--- src/rtl/instr_fetch_unit.sv ---
// Instruction fetch unit: owns the PC, issues single-cycle instruction-memory
// reads, queues {pc, instr} pairs and hands them to decode over valid/ready.
// Redirects flush queued and in-flight fetches.
//
// Optional feature macro: IFU_MISALIGN_TRAP_EN
//   defined   : a redirect to a non-word-aligned target raises sticky fetch_err
//               and parks the unit in TRAP until reset.
//   undefined : redirect_pc[1:0] is ignored (forced to 2'b00), fetch_err is 0.
//
// state | meaning
// ------+-------------------------------------------------------------
// BOOT  | one idle cycle after reset; a redirect here only loads the PC
// RUN   | normal fetching
// TRAP  | misaligned redirect seen; no fetch, no output, until reset
module instr_fetch_unit #(
    parameter logic [31:0] RESET_PC   = 32'h0000_0004,
    parameter int          FIFO_DEPTH = 2
) (
    input  logic        clk,
    input  logic        rst,
    output logic [31:0] imem_addr,
    output logic        imem_req,
    input  logic [31:0] imem_rdata,
    input  logic        redirect_valid,
    input  logic [31:0] redirect_pc,
    input  logic        id_ready,
    output logic        if_valid,
    output logic [31:0] if_instr,
    output logic [31:0] if_pc,
    output logic        fetch_err
);

    localparam int PW = (FIFO_DEPTH > 1) ? $clog2(FIFO_DEPTH) : 1;
    localparam int CW = $clog2(FIFO_DEPTH + 1);

    typedef enum logic [1:0] {
        ST_BOOT = 2'd0,
        ST_RUN  = 2'd1,
        ST_TRAP = 2'd2
    } state_t;

    state_t          state_q, state_d;
    logic [31:0]     pc_q, pc_d;
    logic            inflight_q, inflight_d;
    logic [31:0]     inflight_pc_q, inflight_pc_d;
    logic [PW-1:0]   rd_ptr_q, rd_ptr_d;
    logic [PW-1:0]   wr_ptr_q, wr_ptr_d;
    logic [CW-1:0]   count_q, count_d;
    logic            fetch_err_q, fetch_err_d;
    logic [31:0]     fifo_pc_q    [FIFO_DEPTH];
    logic [31:0]     fifo_pc_d    [FIFO_DEPTH];
    logic [31:0]     fifo_instr_q [FIFO_DEPTH];
    logic [31:0]     fifo_instr_d [FIFO_DEPTH];

    logic            pop;
    logic            push;
    logic            misalign;
    logic [31:0]     redirect_target;
    logic [CW:0]     credit_used;

`ifdef IFU_MISALIGN_TRAP_EN
    assign misalign = redirect_valid && (redirect_pc[1:0] != 2'b00);
`else
    logic unused_redirect_lsbs;
    assign unused_redirect_lsbs = ^redirect_pc[1:0];
    assign misalign             = 1'b0;
`endif

    assign redirect_target = {redirect_pc[31:2], 2'b00};

    assign if_valid  = (count_q != '0);
    assign if_pc     = if_valid ? fifo_pc_q[rd_ptr_q]    : 32'h0;
    assign if_instr  = if_valid ? fifo_instr_q[rd_ptr_q] : 32'h0;
    assign imem_addr = pc_q;
    assign fetch_err = fetch_err_q;

    assign pop  = if_valid && id_ready;
    assign push = inflight_q && !redirect_valid;

    // Entries already queued plus the one on its way back must leave room,
    // so a response can always be written the cycle it arrives.
    assign credit_used = {1'b0, count_q} + (CW+1)'(inflight_q) - (CW+1)'(pop);
    assign imem_req    = (state_q == ST_RUN) && !redirect_valid
                         && (credit_used < (CW+1)'(FIFO_DEPTH));

    // Next-state: redirect wins over push, pop and issue.
    always_comb begin
        state_d       = state_q;
        pc_d          = pc_q;
        inflight_d    = 1'b0;
        inflight_pc_d = inflight_pc_q;
        rd_ptr_d      = rd_ptr_q;
        wr_ptr_d      = wr_ptr_q;
        count_d       = count_q;
        fetch_err_d   = fetch_err_q;
        fifo_pc_d     = fifo_pc_q;
        fifo_instr_d  = fifo_instr_q;

        if (redirect_valid) begin
            pc_d     = redirect_target;
            rd_ptr_d = '0;
            wr_ptr_d = '0;
            count_d  = '0;
            if (misalign) begin
                fetch_err_d = 1'b1;
                state_d     = ST_TRAP;
            end else if (state_q == ST_BOOT) begin
                state_d = ST_RUN;
            end
        end else begin
            if (state_q == ST_BOOT) begin
                state_d = ST_RUN;
            end
            if (pop) begin
                rd_ptr_d = rd_ptr_q + PW'(1);
            end
            if (push) begin
                fifo_pc_d[wr_ptr_q]    = inflight_pc_q;
                fifo_instr_d[wr_ptr_q] = imem_rdata;
                wr_ptr_d               = wr_ptr_q + PW'(1);
            end
            count_d = count_q + CW'(push) - CW'(pop);
            if (imem_req) begin
                inflight_d    = 1'b1;
                inflight_pc_d = pc_q;
                pc_d          = pc_q + 32'd4;
            end
        end
    end

    // Control registers with synchronous reset.
    always_ff @(posedge clk) begin
        if (rst) begin
            state_q       <= ST_BOOT;
            pc_q          <= RESET_PC;
            inflight_q    <= 1'b0;
            inflight_pc_q <= 32'h0;
            rd_ptr_q      <= '0;
            wr_ptr_q      <= '0;
            count_q       <= '0;
            fetch_err_q   <= 1'b0;
        end else begin
            state_q       <= state_d;
            pc_q          <= pc_d;
            inflight_q    <= inflight_d;
            inflight_pc_q <= inflight_pc_d;
            rd_ptr_q      <= rd_ptr_d;
            wr_ptr_q      <= wr_ptr_d;
            count_q       <= count_d;
            fetch_err_q   <= fetch_err_d;
        end
    end

    // Queue storage needs no reset: outputs are masked while the queue is empty.
    always_ff @(posedge clk) begin
        fifo_pc_q    <= fifo_pc_d;
        fifo_instr_q <= fifo_instr_d;
    end

endmodule

--- config.mk ---
export PLATFORM = sky130hd
export DESIGN_NAME = instr_fetch_unit
export DESIGN_NICKNAME = d
export VERILOG_FILES = /design/src/rtl/instr_fetch_unit.sv
export SDC_FILE = /design/constraint.sdc
export NUM_CORES = 1
export LEC_CHECK = 0
export BUFFER_PORTS_ARGS = -buffer_cell sky130_fd_sc_hd__buf_2
export CORE_MARGIN = 3
export CORE_UTILIZATION = 56
export CTS_BUF_LIST = sky130_fd_sc_hd__clkbuf_4 sky130_fd_sc_hd__clkbuf_8
export DETAILED_ROUTE_END_ITERATION = 8
export PLACE_DENSITY = 0.82
export SYNTH_ARGS = -nofsm -noshare
export SYNTH_HDL_FRONTEND = slang
export SYNTH_SLANG_ARGS = --single-unit
--- constraint.sdc ---
create_clock -name clk -period 4.8 [get_ports clk]
set_input_delay 0.24 -clock clk [delete_from_list [all_inputs] [get_ports clk]]
set_output_delay 0.24 -clock clk [all_outputs]
set_load 0.05 [all_outputs]
## Word-level counts from Yosys, hierarchy flattened

Cells that the tools add are included.

- Input port bits: 68
- Output and inout bits: 99
- Register bits: 198

- Muxes and demuxes: 15
- Bitwise logic cells: 3
- Reduce and logical (&&, ||, !) cells: 12
- $lt $le $gt $ge: 4
- $add $sub $neg: 7

Operators by type and width:

| kind | number |
|---|---|
| two-way mux 32 bit | 11 |
| bitwise mux 64 bit | 2 |
| adder 32 x 3 -> 32 bit, second input constant | 1 |
| demux 32 bit (select 1 bit) | 1 |
| logical AND 1 bit | 5 |
| >= comparator 2 bit, second input constant | 2 |
| NOT 1 -> 2 bit | 2 |
| AND reduction 2 bit | 2 |
| nonzero test 2 bit | 2 |
| adder 2 x 1 -> 3 bit | 1 |
| < comparator 3 x 2 -> 1 bit, second input constant | 1 |
| subtractor 3 x 1 -> 3 bit | 1 |
| adder 1 bit, second input constant | 2 |
| adder 2 x 1 -> 2 bit | 1 |
| zero test 2 bit | 1 |
| < comparator 2 x 1 -> 1 bit, second input constant | 1 |
| OR reduction 2 bit | 1 |
| subtractor 2 x 1 -> 2 bit | 1 |
| zero test 1 bit | 1 |
| two-way mux 1 bit | 1 |
| NOT 1 bit | 1 |

## Longest topological paths before layout

Gate-level depths: netlist of the first run.

- Word-level depth: 7
- Depth in mapped cells: 10
- Gate-level depth less buffers: 9

## Worst setup path after synthesis of the first run

OpenSTA, ideal clock, no wires.

- Kind: reg2reg
- Start: register inflight_q
- End: register fifo_instr_q[32] (netlist bit) (enable)
- Data required time: 4310 ps
- Cell stages (with the launch flop): 3
- Arrival: 3349 ps
- Path slack: 962 ps
- Cells stage by stage: dfxtp_1 > nor2b_1 > nor2b_1

- Cells in the longest elaborated chain, start to end: 2

RTL lines:

| item | RTL line | text |
|---|---|---|
| from (decl) | 44 | `logic inflight_q, inflight_d;` |
| from (signal assigned) | 145 | `inflight_q <= inflight_d;` |
| logical AND 1 bit | 78 | `assign push = inflight_q && !redirect_valid;` |
| AND reduction 2 bit (no source line) | -- |  |
| to (signal assigned) | 157 | `fifo_instr_q <= fifo_instr_d;` |
| to (decl) | 52 | `logic [31:0] fifo_instr_q [FIFO_DEPTH];` |

Every way passes these cells.
A chain may end at the register's enable or synchronous reset.

## Worst setup path after layout of the first run

- Start: register count_q[1]
- End: output imem_req

- Cells in the longest elaborated chain, start to end: 5

RTL lines:

| item | RTL line | text |
|---|---|---|
| from (decl) | 48 | `logic [CW-1:0] count_q, count_d;` |
| from (signal assigned) | 149 | `count_q <= count_d;` |
| parallel branches: the longest is 2 deep, another holds adder 2 x 1 -> 3 bit | -- |  |
| subtractor 3 x 1 -> 3 bit (*) | 82 | `assign credit_used = {1'b0, count_q} + (CW+1)'(inflight_q) - (CW+1)'(pop);` |
| < comparator 3 x 2 -> 1 bit (*) | 84 | `&& (credit_used < (CW+1)'(FIFO_DEPTH));` |
| logical AND 1 bit (*) | 84 |  |
| to (decl) | 22 | `output logic imem_req,` |

Mark *: on every way between the ends.

==> results of run 1 <==
[power breakdown]
| group | total (mW) | leakage, nW | switching [mW] | internal [mW] |
|---|---|---|---|---|
| Combinational | 0.272 | 1.56 | 0.183 | 0.0889 |
| Sequential | 1.81 | 1.75 | 0.0416 | 1.77 |
| Clock | 0.985 | 0.189 | 0.539 | 0.447 |
| Total | 3.07 | 3.50 | 0.764 | 2.30 |
[critical path, cell delays in order, from the launching register on]
cell and delay, ns:
sky130_fd_sc_hd__dfxtp_1 0.51, sky130_fd_sc_hd__and3b_1 0.25, sky130_fd_sc_hd__o21ai_0 0.12, sky130_fd_sc_hd__fa_1 0.38, sky130_fd_sc_hd__xor2_1 0.20, sky130_fd_sc_hd__or3_1 0.44, sky130_fd_sc_hd__clkinv_4 0.25, sky130_fd_sc_hd__buf_2 0.33
[repair_timing]
item,CTS,global route
setup endpoints to repair,0,0
hold buffers,33,0
hold endpoints to repair,65,0
buffers inserted,0,0
[cell usage in the layout, fill, tap and decap left out, drive strengths merged, types with 5 or more instances in the layout]
| cell type | instances |
|---|---|
| dlygate4sd3 | 33 |
| xor2 | 12 |
| o21ai | 9 |
| nor3 | 9 |
| nand4 | 10 |
| buf | 164 |
| a211oi | 8 |
| nor2 | 80 |
| inv | 10 |
| dfxtp | 66 |
| clkinv | 8 |
| and4 | 5 |
| edfxtp | 124 |
| nand3 | 11 |
| clkbuf | 20 |
| nand2 | 87 |
| conb | 5 |
| nor4 | 7 |
| mux2i | 63 |
| a31oi | 11 |
| a21oi | 40 |
| xnor2 | 13 |
| or3 | 5 |
| and2 | 5 |
[flip-flops by register name, summed over array words and instances, names as in the netlist]
name           count
fifo_pc_q         60
imem_addr         30
rd_ptr_q           1
inflight_q         1
wr_ptr_q           1
count_q            2
inflight_pc_q     30
fifo_instr_q      64
state_q            1
[path summary, 6_finish.rpt]
| check | end | slack, ns | cells past startpoint |
|---|---|---|---|
| max | imem_req | 1.61 | 7 |
| min reg2reg | fifo_pc_q[22] | 0.46 | 0 |
| min | imem_addr[7] | 0.04 | 3 |
| max reg2reg | imem_addr[19] | 1.82 | 9 |
[metal layers]
metal | track usage [%] | wire [um] | up-vias
met2 | 38.6 | 8460 | 221
li1 | - | - | 2691
met5 | 0 | 0 | -
met1 | 28.0 | 7020 | 2641
met3 | 4.25 | 1240 | 19
met4 | 8.30 | 239 | 0
[stage by stage]
| stage | total power [mW] | hold slack (ns) | utilization (%) | worst slack [ns] |
|---|---|---|---|---|
| global placement | 2.09 | 0.427 | 64.8 | 1.94 |
| finish | 3.07 | 0.0377 | 70.1 | 1.61 |
| detailed placement | 2.10 | 0.435 | 64.8 | 1.86 |
| CTS | 3.08 | 0.00493 | 70.1 | 1.58 |
| global route | 3.18 | 0.0260 | 70.1 | 1.46 |
| floorplan | 2.01 | 0.339 | - | 0.962 |
[cell families after synthesis]
logic type,Yosys count,share of synthesized area [%]
adder cells (fa/ha/maj),3,0.582
flip-flops,190,65.2
buffers and inverters,51,2.83
AO/OA/AOI/OAI,82,6.25
multiplexers,65,8.45
other,1,0.0485
XOR/XNOR,25,2.83
AND/OR/NAND/NOR,235,13.8
[area by class of cell]
cell class / count / share of cell area (%)
diodes: 1 / 0.0267
clock buffers: 20 / 2.87
clock inverters: 12 / 1.20
inverters: 10 / 0.455
multi-input cells: 415 / 26.7
flip-flops and latches: 190 / 53.9
well taps: 176 / 2.35
repair buffers: 197 / 12.4
==> results.py, run 1 <==
metrics = {
    "flow_run": {
        "maxCapViolations": 0,
    },
    "synth": {
        "postSynthAreaPerCell_um2": 11.9,
        "ys_seq_area_share_pct": 65.2,
        "syn-cell-area_um2": 7730,
        "synth-async-reset-ratio_pct": 0,
        "synthTopCellsByArea": "sky130_fd_sc_hd__edfxtp_1 (48%), sky130_fd_sc_hd__dfxtp_1 (17%), sky130_fd_sc_hd__mux2i_1 (8.2%), sky130_fd_sc_hd__nand2_1 (4.2%), sky130_fd_sc_hd__nor2_1 (3.9%)",
        "synth_area_leader_cell": "sky130_fd_sc_hd__edfxtp_1",
        "most_common_library_cells_after_synthesis": "sky130_fd_sc_hd__edfxtp_1 (124), sky130_fd_sc_hd__nand2_1 (86), sky130_fd_sc_hd__nor2_1 (80), sky130_fd_sc_hd__dfxtp_1 (66), sky130_fd_sc_hd__mux2i_1 (63)",
        "yosys.cell_count.top_type": "sky130_fd_sc_hd__edfxtp_1",
        "ys_warn_count": 0,
        "flip_flop_and_latch_count_after_synthesis": 190,
        "synth_cell_type_count": 46,
        "synthDominantCellAreaShare_pct": 48.2,
        "ys_dominant_reg_cell": "sky130_fd_sc_hd__edfxtp_1",
        "synth_enable_flop_cells": 124,
        "post_synth_inst_count": 652,
    },
    "cells_and_area": {
        "multi_input_comb_area_um2": 2500,
        "layout.area.seq_um2": 5050,
        "design.final.nets": 902,
        "filler_cell_count": 984,
        "final_layout_size_suffix_gt1_share_pct": 24.9,
        "layout-area-overhead-vs-synth_pct": 21.0,
        "layout.cells.non_filler": 1021,
        "finalInstanceArea_um2": 9360,
    },
    "sta": {
        "final_max_slew_viol_count": 0,
        "finClkSkew_ns": 0.0118,
        "report.final.hold_viol_count": 0,
        "timing.final.crit_share_pct": 66.5,
        "tns_ns": 0,
        "period_needed_ns": 3.19,
        "report.final.setup_viol": 0,
        "grt_setup_unrepaired": "false",
        "max_clock_freq_mhz": 313,
        "worst_slew_margin_rel_pct": 18.0,
        "worst_pin_slew_ns": 1.23,
    },
    "die": {
        "design.die.area_um2": 15300,
        "design.portCount": 167,
        "initial_utilization_pct": 57.9,
        "die_width_um": 124,
        "floorplan.core_area_um2": 13300,
        "floorplan.die.height_um": 124,
        "num_rows": 42,
    },
    "global_route": {
        "grt_overflow_total": 0,
        "antenna_found_initial": 0,
        "grt_first_pass_wirelength_um": 26100,
        "grt_max_degree": 64,
        "grt_pass1_vias": 5335,
        "grtUsageTotal_pct": 22.3,
    },
    "worst_setup_path": {
        "critical_path.reg2reg.startpoint": "count_q[1]",
        "timing.critical_path.arrival_ns": 2.95,
        "crit_start_category": "flop",
        "cp-end-kind": "output port",
        "path_max_fanout": 37,
        "cp-startpoint": "count_q[1]",
        "critical_setup_path_class": "reg -> out",
        "worst_ep_required_time_ns": 4.56,
    },
    "min_path": {
        "hp-class": "in -> reg",
        "hold_path.startpoint": "redirect_pc[7]",
    },
    "drt": {
        "dr.pass1.iters": 5,
        "wl_per_cell_um": 16.6,
        "number_of_drc_violations_after_detailed_routing": 0,
        "ant_nets": 0,
        "via_per_inst": 5.46,
        "postRouteWirelength_um": 17000,
        "vias": 5572,
        "count_of_routing_violations_after_the_opening_detailed_route_iteration": 461,
    },
    "placement": {
        "io_buffer_count": 159,
        "cell_area_after_placement_um2": 8640,
        "dp_hpwl_um": 10700,
        "globalplace.congestion": 0.858,
        "placed_cells_incl_taps": 955,
    },
    "power_and_ir_drop": {
        "ir_drop_mv": 0.202,
        "leakagePower_nw": 3.50,
        "pd_cells_nw_per_um2": 328,
    },
    "status": {
        "run_status": "complete, no violations",
    },
    "clock_tree": {
        "clock-sinks": 190,
        "number_of_buffers_created_by_cts": 17,
        "ctsLongestPathBuffers": 2,
        "cts-resized-gates": 0,
        "root_buffer_selected_by_cts": "sky130_fd_sc_hd__clkbuf_8",
        "cts_htree_levels": 4,
        "cts_tree": "yes",
        "worst_skew_pair_latency_ns": 0.45,
        "clkTransAtPathRegs_ns": 0.09,
    },
}
Note: power is estimated with default switching activity, not from simulation.
==> run 2: changes to the inputs <==
==> constraint.sdc (replaced) <==
create_clock -name clk -period 3.2 [get_ports clk]
set_input_delay 0.16 -clock clk [delete_from_list [all_inputs] [get_ports clk]]
set_output_delay 0.16 -clock clk [all_outputs]
set_load 0.05 [all_outputs]
==> run 2 against run 1 <==
Effect of this change:
- core utilization rose by 2.7 points
- first-iteration DRC count fell by 3.0%
- count of clock-buffer cells in the layout rose by 2
- design area rose by 3.8%
- sequential power rose by 50%
- critical path depth rose by 1
- sequential cell count did not move
- clock power rose by 88%
- clock skew rose by 0.0016 ns
- highest routed layer unchanged
==> results.py, run 2 (same netlist as run 1, synthesis figures left out) <==
metrics = {
    "status": {
        "run_status": "complete, no violations",
    },
    "cells_and_area": {
        "final_common_cell": "sky130_fd_sc_hd__buf_2",
        "top_register": "fifo_instr_q",
        "layout-area-overhead-vs-synth_pct": 25.7,
        "design.final.nets": 927,
        "layout.cells.non_filler": 1045,
        "final_layout_size_suffix_gt1_share_pct": 24.7,
        "largest_registers": "fifo_instr_q (64), fifo_pc_q (60)",
        "most-common-layout-cells": "sky130_fd_sc_hd__buf_2 (158), sky130_fd_sc_hd__edfxtp_1 (124), sky130_fd_sc_hd__nand2_1 (86), sky130_fd_sc_hd__nor2_1 (79), sky130_fd_sc_hd__dfxtp_1 (64)",
        "flip_flop_count_of_the_largest_register_after_layout": 64,
        "antenna_cells_inserted": 0,
    },
    "global_route": {
        "grtUsageTotal_pct": 23.6,
        "grt_first_pass_wirelength_um": 27800,
        "grt_pass1_vias": 5680,
        "grt_overflow_total": 0,
        "grt_max_degree": 64,
        "antenna_found_initial": 0,
    },
    "sta": {
        "max_clock_freq_mhz": 332,
        "report.final.setup_viol": 0,
        "tns_ns": 0,
        "finClkSkew_ns": 0.0134,
        "worst_slew_margin_rel_pct": 14.2,
        "final_max_slew_viol_count": 0,
        "grt_setup_unrepaired": "false",
        "report.final.hold_viol_count": 0,
        "worst_pin_slew_ns": 1.29,
        "period_needed_ns": 3.01,
        "timing.final.crit_share_pct": 94.2,
    },
    "worst_setup_path": {
        "crit_start_category": "flop",
        "slowest_stage": "sky130_fd_sc_hd__or3_4",
        "worst_path_largest_cell_delay_ns": 0.44,
        "crit_path_cell_trace": "and3b_1 > o21ai_0 > fa_1 > xor2_1 > or3_4 > clkinv_4 > buf_4 > clkbuf_4",
        "crit_path_leading_delay_family": "simple AND/OR/NAND/NOR gates",
        "worst_ep_required_time_ns": 3.04,
        "timing.critical_path.arrival_ns": 2.85,
        "cp-end-kind": "output port",
        "crit_buf_inv": 3,
        "critical_setup_path_class": "reg -> out",
        "path_max_fanout": 15,
    },
    "clock_tree": {
        "worst_skew_pair_latency_ns": 0.45,
        "number_of_buffers_created_by_cts": 17,
        "root_buffer_selected_by_cts": "sky130_fd_sc_hd__clkbuf_8",
        "cts_tree": "yes",
        "clkTransAtPathRegs_ns": 0.09,
        "ctsLongestPathBuffers": 2,
        "clock-sinks": 190,
        "cts_htree_levels": 4,
    },
    "die": {
        "design.die.area_um2": 15300,
        "num_rows": 42,
        "die_width_um": 124,
        "initial_utilization_pct": 57.9,
        "floorplan.die.height_um": 124,
        "floorplan.core_area_um2": 13300,
        "design.portCount": 167,
    },
    "placement": {
        "placed_cells_incl_taps": 957,
        "dp_hpwl_um": 10900,
        "globalplace.congestion": 0.865,
        "io_buffer_count": 159,
    },
    "drt": {
        "number_of_drc_violations_after_detailed_routing": 0,
        "count_of_routing_violations_after_the_opening_detailed_route_iteration": 447,
        "postRouteWirelength_um": 17800,
        "via_per_inst": 5.52,
        "vias": 5765,
        "wl_per_cell_um": 17.0,
        "dr.pass1.iters": 4,
        "ant_nets": 0,
    },
    "power_and_ir_drop": {
        "ir_drop_mv": 0.275,
        "leakagePower_nw": 3.66,
        "pd_cells_nw_per_um2": 515,
    },
    "min_path": {
        "hp-class": "in -> reg",
    },
    "flow_run": {
        "maxCapViolations": 0,
    },
}
run 2: cell count changes in the layout (fill, tap and decap cells not counted), moves of 2 or more:
cell,change
sky130_fd_sc_hd__dlygate4sd3_1,+22
sky130_fd_sc_hd__bufinv_16,+5
sky130_fd_sc_hd__clkinv_4,-4
sky130_fd_sc_hd__clkbuf_4,+3
sky130_fd_sc_hd__buf_4,+2
run 2: timing repair:
action / 4_1_cts / 5_1_grt
endpoints found under the setup margin: 1 / 1
hold endpoints to repair: 87 / 0
buffers inserted: 0 / 0
pin swaps: 0 / 0
hold buffers: 55 / 0
gates resized for setup: 1 / 2
gates cloned: 0 / 1
run 2: layout make-up:
class	count	area [um2]
Clock buffer	22	284
Clock inverter	10	210
Fill cell	903	3630
Inverter	10	42.5
Multi-Input combinational cell	415	2500
Sequential cell	190	5050
Tap cell	176	220
Timing Repair Buffer	221	1400
Timing Repair inverter	1	5.00
run 2: metrics by stage:
stage / utilization (%) / hold WS [ns] / setup WS (ns) / instance area, um2 / power (mW)
3_5_place_dp: 64.9 / 0.351 / 0.242 / 8660 / 3.15
6_report: 72.8 / 0.0373 / 0.185 / 9720 / 5.01
3_3_place_gp: 64.9 / 0.347 / 0.423 / 8660 / 3.13
2_1_floorplan: - / 0.259 / 0.390 / 7750 / 3.02
4_1_cts: 72.7 / 0.00662 / 0.0261 / 9710 / 5.02
5_1_grt: 72.8 / 0.0270 / 0.0478 / 9720 / 5.18
run 2: worst register-to-register path, delay by kind of cell, from the launching register on:
family	cells	cell delay, ns
compound gates	2	0.33
xor+xnor	1	0.21
fa+ha+maj	1	0.39
buf+inv	1	0.15
flops	1	0.43
simple gates	4	1.19
run 2: worst paths after layout:
kind / from / end / slack (ns) / cells past startpoint
setup reg to reg: count_q[1] / imem_addr[13] / 0.43 / 9
setup / recovery: count_q[1] / imem_req / 0.19 / 8
hold reg to reg: inflight_pc_q[11] / fifo_pc_q[11] / 0.46 / 0
hold / removal: redirect_pc[13] / imem_addr[13] / 0.04 / 3
run 2: power by group:
part	leakage, nW	internal, mW	switching [mW]
clock network	0.236	1.08	0.779
registers	1.75	2.65	0.0624
logic	1.67	0.153	0.285
total	3.66	3.88	1.13
run 2: routing by layer:
layer | GRT usage [%] | part of all wire [%] | wire [um]
met4 | 9.20 | 2.4 | 434
met2 | 40.8 | 51 | 9060
met3 | 5.72 | 6.1 | 1090
met1 | 28.5 | 40 | 7170
met5 | 0 | 0 | 0
